`src/rtl/alu_packet_parser.sv`:
```
// Receive framing for the UART ALU: decodes the 4-byte header and packs payload into LE 32-bit words.
// Latency: header verdict pulse 1 cycle after the 4th header byte; a word is valid 1 cycle after its last byte.
// Backpressure: s_axis_tready drops while a word waits for m_ready_i; malformed packets are drained, not emitted.
//
// Ports:
//   clk, rst_n                  clock, synchronous active-low reset
//   s_axis_tdata/tvalid/tready  byte stream from the UART receiver
//   m_word_o/keep_o/last_o      payload word, byte mask, end-of-packet flag
//   m_valid_o/m_ready_i         word handshake
//   opcode_o                    opcode of the last accepted header
//   hdr_valid_o                 pulse: legal header accepted
//   opcode_err_o/len_err_o      pulses: packet rejected and being dropped
//   busy_o                      parser is inside a packet
module alu_packet_parser #(
    parameter int unsigned DATA_WIDTH_P = 8,
    parameter logic [15:0] MAX_LEN_P    = 16'd1024
) (
    input  logic                    clk,
    input  logic                    rst_n,
    input  logic [DATA_WIDTH_P-1:0] s_axis_tdata,
    input  logic                    s_axis_tvalid,
    output logic                    s_axis_tready,
    output logic [31:0]             m_word_o,
    output logic [3:0]              m_keep_o,
    output logic                    m_last_o,
    output logic                    m_valid_o,
    input  logic                    m_ready_i,
    output logic [7:0]              opcode_o,
    output logic                    hdr_valid_o,
    output logic                    opcode_err_o,
    output logic                    len_err_o,
    output logic                    busy_o
);

    localparam logic [7:0] OP_ECHO = 8'hEC;
    localparam logic [7:0] OP_ADD  = 8'hA8;
    localparam logic [7:0] OP_MUL  = 8'hAD;
    localparam logic [7:0] OP_DIV  = 8'hAE;

    typedef enum logic [2:0] {
        S_OPCODE,
        S_RSVD,
        S_LEN_LO,
        S_LEN_HI,
        S_PAYLOAD,
        S_EMIT,
        S_DROP
    } state_t;

    state_t      state_q, state_d;
    logic [7:0]  op_raw_q, op_raw_d;     // opcode byte of the packet in flight
    logic [7:0]  opcode_q, opcode_d;     // opcode published on hdr_valid
    logic [7:0]  len_lo_q, len_lo_d;
    logic [15:0] rem_q, rem_d;           // payload bytes still to accept
    logic [31:0] word_q, word_d;
    logic [3:0]  keep_q, keep_d;
    logic [1:0]  k_q, k_d;               // next free lane
    logic        hdr_q, hdr_d;
    logic        op_err_q, op_err_d;
    logic        len_err_q, len_err_d;

    logic [7:0]  byte_in;
    logic        xfer;
    logic [15:0] len;
    logic [15:0] rem_hdr;
    logic        op_legal;
    logic        hdr_ok;

    assign byte_in = s_axis_tdata[7:0];

    always_comb begin
        state_d   = state_q;
        op_raw_d  = op_raw_q;
        opcode_d  = opcode_q;
        len_lo_d  = len_lo_q;
        rem_d     = rem_q;
        word_d    = word_q;
        keep_d    = keep_q;
        k_d       = k_q;
        hdr_d     = 1'b0;
        op_err_d  = 1'b0;
        len_err_d = 1'b0;
        hdr_ok    = 1'b0;

        s_axis_tready = (state_q != S_EMIT);
        xfer          = s_axis_tvalid && s_axis_tready;
        len           = {byte_in, len_lo_q};
        // Length counts the header, so payload is L-4, clamped for runt lengths.
        rem_hdr       = (len >= 16'd4) ? (len - 16'd4) : 16'd0;
        op_legal      = (op_raw_q == OP_ECHO) || (op_raw_q == OP_ADD) ||
                        (op_raw_q == OP_MUL)  || (op_raw_q == OP_DIV);

        case (state_q)
            S_OPCODE: begin
                if (xfer) begin
                    op_raw_d = byte_in;
                    state_d  = S_RSVD;
                end
            end
            S_RSVD: begin
                if (xfer) begin
                    state_d = S_LEN_LO;
                end
            end
            S_LEN_LO: begin
                if (xfer) begin
                    len_lo_d = byte_in;
                    state_d  = S_LEN_HI;
                end
            end
            S_LEN_HI: begin
                if (xfer) begin
                    rem_d = rem_hdr;
                    // Checks are prioritised: opcode first, then generic length, then ALU operand shape.
                    if (!op_legal) begin
                        op_err_d = 1'b1;
                    end else if ((len < 16'd4) || (len > MAX_LEN_P)) begin
                        len_err_d = 1'b1;
                    end else if ((op_raw_q != OP_ECHO) &&
                                 ((len < 16'd12) || (len[1:0] != 2'b00))) begin
                        len_err_d = 1'b1;
                    end else begin
                        hdr_ok   = 1'b1;
                        hdr_d    = 1'b1;
                        opcode_d = op_raw_q;
                    end
                    if (rem_hdr == 16'd0) begin
                        state_d = S_OPCODE;
                    end else if (hdr_ok) begin
                        state_d = S_PAYLOAD;
                    end else begin
                        state_d = S_DROP;
                    end
                end
            end
            S_PAYLOAD: begin
                if (xfer) begin
                    word_d[{k_q, 3'b000} +: 8] = byte_in;
                    keep_d[k_q]                = 1'b1;
                    k_d                        = k_q + 2'd1;
                    rem_d                      = rem_q - 16'd1;
                    if ((k_q == 2'd3) || (rem_q == 16'd1)) begin
                        state_d = S_EMIT;
                    end
                end
            end
            S_EMIT: begin
                if (m_ready_i) begin
                    word_d  = 32'd0;
                    keep_d  = 4'd0;
                    k_d     = 2'd0;
                    state_d = (rem_q != 16'd0) ? S_PAYLOAD : S_OPCODE;
                end
            end
            S_DROP: begin
                if (xfer) begin
                    rem_d = rem_q - 16'd1;
                    if (rem_q == 16'd1) begin
                        state_d = S_OPCODE;
                    end
                end
            end
            default: begin
                state_d = S_OPCODE;
            end
        endcase
    end

    always_ff @(posedge clk) begin
        if (!rst_n) begin
            state_q   <= S_OPCODE;
            op_raw_q  <= 8'd0;
            opcode_q  <= 8'd0;
            len_lo_q  <= 8'd0;
            rem_q     <= 16'd0;
            word_q    <= 32'd0;
            keep_q    <= 4'd0;
            k_q       <= 2'd0;
            hdr_q     <= 1'b0;
            op_err_q  <= 1'b0;
            len_err_q <= 1'b0;
        end else begin
            state_q   <= state_d;
            op_raw_q  <= op_raw_d;
            opcode_q  <= opcode_d;
            len_lo_q  <= len_lo_d;
            rem_q     <= rem_d;
            word_q    <= word_d;
            keep_q    <= keep_d;
            k_q       <= k_d;
            hdr_q     <= hdr_d;
            op_err_q  <= op_err_d;
            len_err_q <= len_err_d;
        end
    end

    assign m_word_o     = word_q;
    assign m_keep_o     = keep_q;
    assign m_valid_o    = (state_q == S_EMIT);
    assign m_last_o     = (state_q == S_EMIT) && (rem_q == 16'd0);
    assign opcode_o     = opcode_q;
    assign hdr_valid_o  = hdr_q;
    assign opcode_err_o = op_err_q;
    assign len_err_o    = len_err_q;
    assign busy_o       = (state_q != S_OPCODE);

endmodule

```
`config.mk`:
```
export PLATFORM = sky130hd
export DESIGN_NAME = alu_packet_parser
export DESIGN_NICKNAME = d
export VERILOG_FILES = /design/src/rtl/alu_packet_parser.sv
export SDC_FILE = /design/constraint.sdc
export NUM_CORES = 1
export LEC_CHECK = 0
export CAP_MARGIN = 10
export CORE_UTILIZATION = 40
export DETAILED_ROUTE_END_ITERATION = 12
export GPL_TIMING_DRIVEN = 0
export SYNTH_ARGS = -nofsm -noshare
export SYNTH_HDL_FRONTEND = slang
export SYNTH_SLANG_ARGS = --single-unit
```
`constraint.sdc`:
```
create_clock -name clk -period 2.7 [get_ports clk]
set_input_delay 0.675 -clock clk [delete_from_list [all_inputs] [get_ports clk]]
set_output_delay 0.675 -clock clk [all_outputs]
set_load 0.005 [all_outputs]
```
==> flow_summary.ini <==
[timing]
hold_viol = 0
slew_at_the_pin_with_the_worst_max_slew_slack_ns = 0.939
timing.final.max_slew_violations = 0
achievable-frequency_mhz = 378
setup_repair_after_global_routing_missed_its_margin = yes
period_needed_ns = 2.65
final_period_util = 0.981
max-slew-margin-rel = 0.374
finalSetupViolCount = 0
clock-skew-final_ns = 0.0121

[routing]
ant_nets = 0
dr_total_vias = 4043
avgRoutedWirePerCell_um = 16.9
drt_iter0_markers = 230
route.detailed.vias_per_inst = 5.65
drt-pass1-iter-count = 5
routed_wirelength_um = 12100
drcViolationCount = 0

[global_routing]
grt_use_met1 = 0.315
antenna_found_initial = 0
global_route.overflow_total = 0
grt_start_max_net_pins = 19
globalRoute.busiestLayer = met2
grt_first_pass_wirelength_um = 18900
track_usage = 0.233
gr-usage-met3 = 0.0309
groute.layer.met2.usage = 0.383
via_count_of_the_first_global_routing_pass = 3708

[floorplan]
coreArea_um2 = 9860
dieHeight_um = 103
design.die.area_um2 = 10700
io_pins = 63
starting_density_of_the_core = 0.418
placementRows = 36
die_width_um = 103

[setup_path]
worst_ep_required_time_ns = 2.92
critPathCaptureType = register
cp_top_family = simple AND/OR/NAND/NOR gates
setup.worst_path.start = s_axis_tdata[4]
critical-path-slowest-cell = sky130_fd_sc_hd__or4_4
ff2ff_setup_slack_ns = 0.16
r2r-start = len_lo_q[2]$_SDFFE_PN0P_
timing.critical_path.cells = clkdlybuf4s50_1 > or4_4 > a2111oi_2 > a41oi_1 > or3_4 > o21ai_0 > a21oi_1
timing.critical_path.buf_inv = 1
critPathMaxFanout = 4
max_stage_delay_ns = 0.56
criticalPathCategory = in -> reg
arrival_ns = 2.87
setup.worst_path.start_class = input pin

[synth]
synth.yosys.warnings = 0
syn_area_per_cell_um2 = 8.19
post_synth_num_cell_types = 68
synth-edff-count = 0
primary_flip_flop_cell_chosen_by_synthesis_mapping = sky130_fd_sc_hd__dfxtp_1
synthTopCellsByArea = sky130_fd_sc_hd__dfxtp_1 41%, sky130_fd_sc_hd__nor2_1 7.2%, sky130_fd_sc_hd__a22oi_1 6.7%
synthArstFlopShare = 0
post_synth_instance_area_um2 = 4120
yosys.area.top_type = sky130_fd_sc_hd__dfxtp_1
synth_most_common_cell = sky130_fd_sc_hd__dfxtp_1
synth_top_area_share = 0.408
synth-seq-area-share = 0.408
synth_nets = 524
synth-seq-cells = 84
synth_top_cells_by_count = 84 x sky130_fd_sc_hd__dfxtp_1, 79 x sky130_fd_sc_hd__nor2_1, 48 x sky130_fd_sc_hd__nand2_1
postSynthCellCount = 503

[cts]
worstSkewPairLatency_ns = 0.36
root_buffer = sky130_fd_sc_hd__clkbuf_8
tritoncts_clock_tree = done
numCtsBuffers = 9
cts_buffer_depth = 2
total_clock_sinks = 84
clock_edge_transition_at_the_registers_on_the_reported_setup_and_hold_paths_ns = 0.10
htree_num_levels = 3

[placement]
post-dp-hpwl_um = 8630
buffers_on_ports = 58
placed_cells = 694
gp_congestion = 0.893

[power]
leakage_nw = 1.83
vdd_ir_max_mv = 0.236
powerDensity_nw_per_um2 = 485

[layout]
antenna-diode-count = 0
finish.utilization = 0.524
area_delta_synth_final_pct = 25.6
drive_gt1_frac = 0.0995
nets = 599
stdcell_count = 716

[worst_hold_path]
worst_hold_path_class = reg -> reg
worst_hold_startpoint = op_raw_q[5]$_SDFFE_PN0P_

[job]
max_cap_viol_count = 0

[status]
outcome = finished clean
-- sequential cells by signal, summed over array words and instances (netlist names) --
signal	flops
m_word_o	32
rem_q	16
len_lo_q	8
op_raw_q	8
opcode_o	8
m_keep_o	4
state_q	3
k_q	2
hdr_valid_o	1
len_err_o	1
opcode_err_o	1
-- worst paths after layout --
check	to	cells past startpoint
min	op_raw_q[5]$_SDFFE_PN0P_	2
min reg2reg	op_raw_q[5]$_SDFFE_PN0P_	2
max reg2reg	rem_q[2]$_SDFFE_PN0P_	8
max	opcode_o[0]$_SDFFE_PN0P_	7
-- cell families (layout without fill, tap and decap cells) --
family	after synthesis	after routing	synth area share
AOI/OAI and AO/OA	141	141	0.220
xor gates and xnor gates	11	11	0.0252
adders and majority gates	9	9	0.0273
buffers and inverters	47	127	0.0483
DFF	84	84	0.408
muxes	6	6	0.0146
and+or+nand+nor	205	205	0.256
-- per-layer routing --
layer | vias to the layer above | part of all wire | routed length, µm
li1 | 1965 | - | -
met1 | 1933 | 0.47 | 5710
met2 | 130 | 0.46 | 5610
met3 | 15 | 0.049 | 593
met4 | 0 | 0.016 | 198
met5 | - | 0 | 0
-- metrics by stage --
| step | total power [mW] | worst slack [ns] | area (µm²) | hold WS [ns] | TNS (ns) |
|---|---|---|---|---|---|
| final | 2.51 | 0.0515 | 5170 | 0.462 | 0 |
| after floorplan | 1.51 | 0.292 | 4120 | 0.432 | 0 |
| after CTS | 2.53 | 0.0124 | 5150 | 0.462 | 0 |
| after global routing | 2.61 | -0.0639 | 5170 | 0.471 | -0.254 |
| after global placement | 1.60 | -0.437 | 4870 | 0.440 | -11.99 |
| after detailed placement | 1.61 | -0.447 | 4870 | 0.448 | -13.00 |
-- placed cells by master (no fill, tap or decap), types with 3 or more instances in the layout --
| cell | count |
|---|---|
| sky130_fd_sc_hd__o21ai_0 | 27 |
| sky130_fd_sc_hd__clkbuf_1 | 25 |
| sky130_fd_sc_hd__xnor2_1 | 5 |
| sky130_fd_sc_hd__nor3_1 | 9 |
| sky130_fd_sc_hd__nor4bb_1 | 3 |
| sky130_fd_sc_hd__buf_2 | 3 |
| sky130_fd_sc_hd__ha_1 | 8 |
| sky130_fd_sc_hd__o32ai_1 | 3 |
| sky130_fd_sc_hd__nand2b_1 | 3 |
| sky130_fd_sc_hd__xor2_1 | 5 |
| sky130_fd_sc_hd__mux2i_1 | 6 |
| sky130_fd_sc_hd__a211oi_1 | 3 |
| sky130_fd_sc_hd__clkbuf_8 | 9 |
| sky130_fd_sc_hd__clkdlybuf4s50_1 | 57 |
| sky130_fd_sc_hd__a21oi_1 | 44 |
| sky130_fd_sc_hd__and3_1 | 5 |
| sky130_fd_sc_hd__nor4_1 | 6 |
| sky130_fd_sc_hd__buf_4 | 7 |
| sky130_fd_sc_hd__nor2_1 | 77 |
| sky130_fd_sc_hd__nand3_1 | 17 |
| sky130_fd_sc_hd__a22oi_1 | 37 |
| sky130_fd_sc_hd__nand2_1 | 47 |
| sky130_fd_sc_hd__inv_8 | 3 |
| sky130_fd_sc_hd__inv_1 | 13 |
| sky130_fd_sc_hd__nand4_1 | 5 |
| sky130_fd_sc_hd__dfxtp_1 | 82 |
-- repair_timing --
item / CTS / global route
setup endpoints to repair: 7 / 28
hold buffers: 0 / 0
setup buffers: 6 / 0
pin swaps: 1 / 0
resized for setup: 13 / 6
-- cell type report --
type / count / area (µm²)
buffer: 32 / 144
timing repair buffer: 64 / 624
multi-input combinational: 372 / 2300
fill: 972 / 4690
sequential: 84 / 1680
clock buffer: 9 / 124
clock inverter: 7 / 76.3
inverter: 15 / 56.3
tap: 133 / 166
-- where the power goes --
group / internal (mW) / total [mW] / switching (mW)
clock network: 0.368 / 0.905 / 0.537
registers: 1.26 / 1.28 / 0.0213
logic: 0.120 / 0.325 / 0.205
total: 1.75 / 2.51 / 0.763
-- tightest hold or removal path, delay by kind of cell, from the launching register on --
kind	cells	cell delay, ns
flip-flops	1	0.32
AND/OR/NAND/NOR	1	0.05
AO/OA/AOI/OAI	1	0.05
Power figures use the tool's default switching activity.
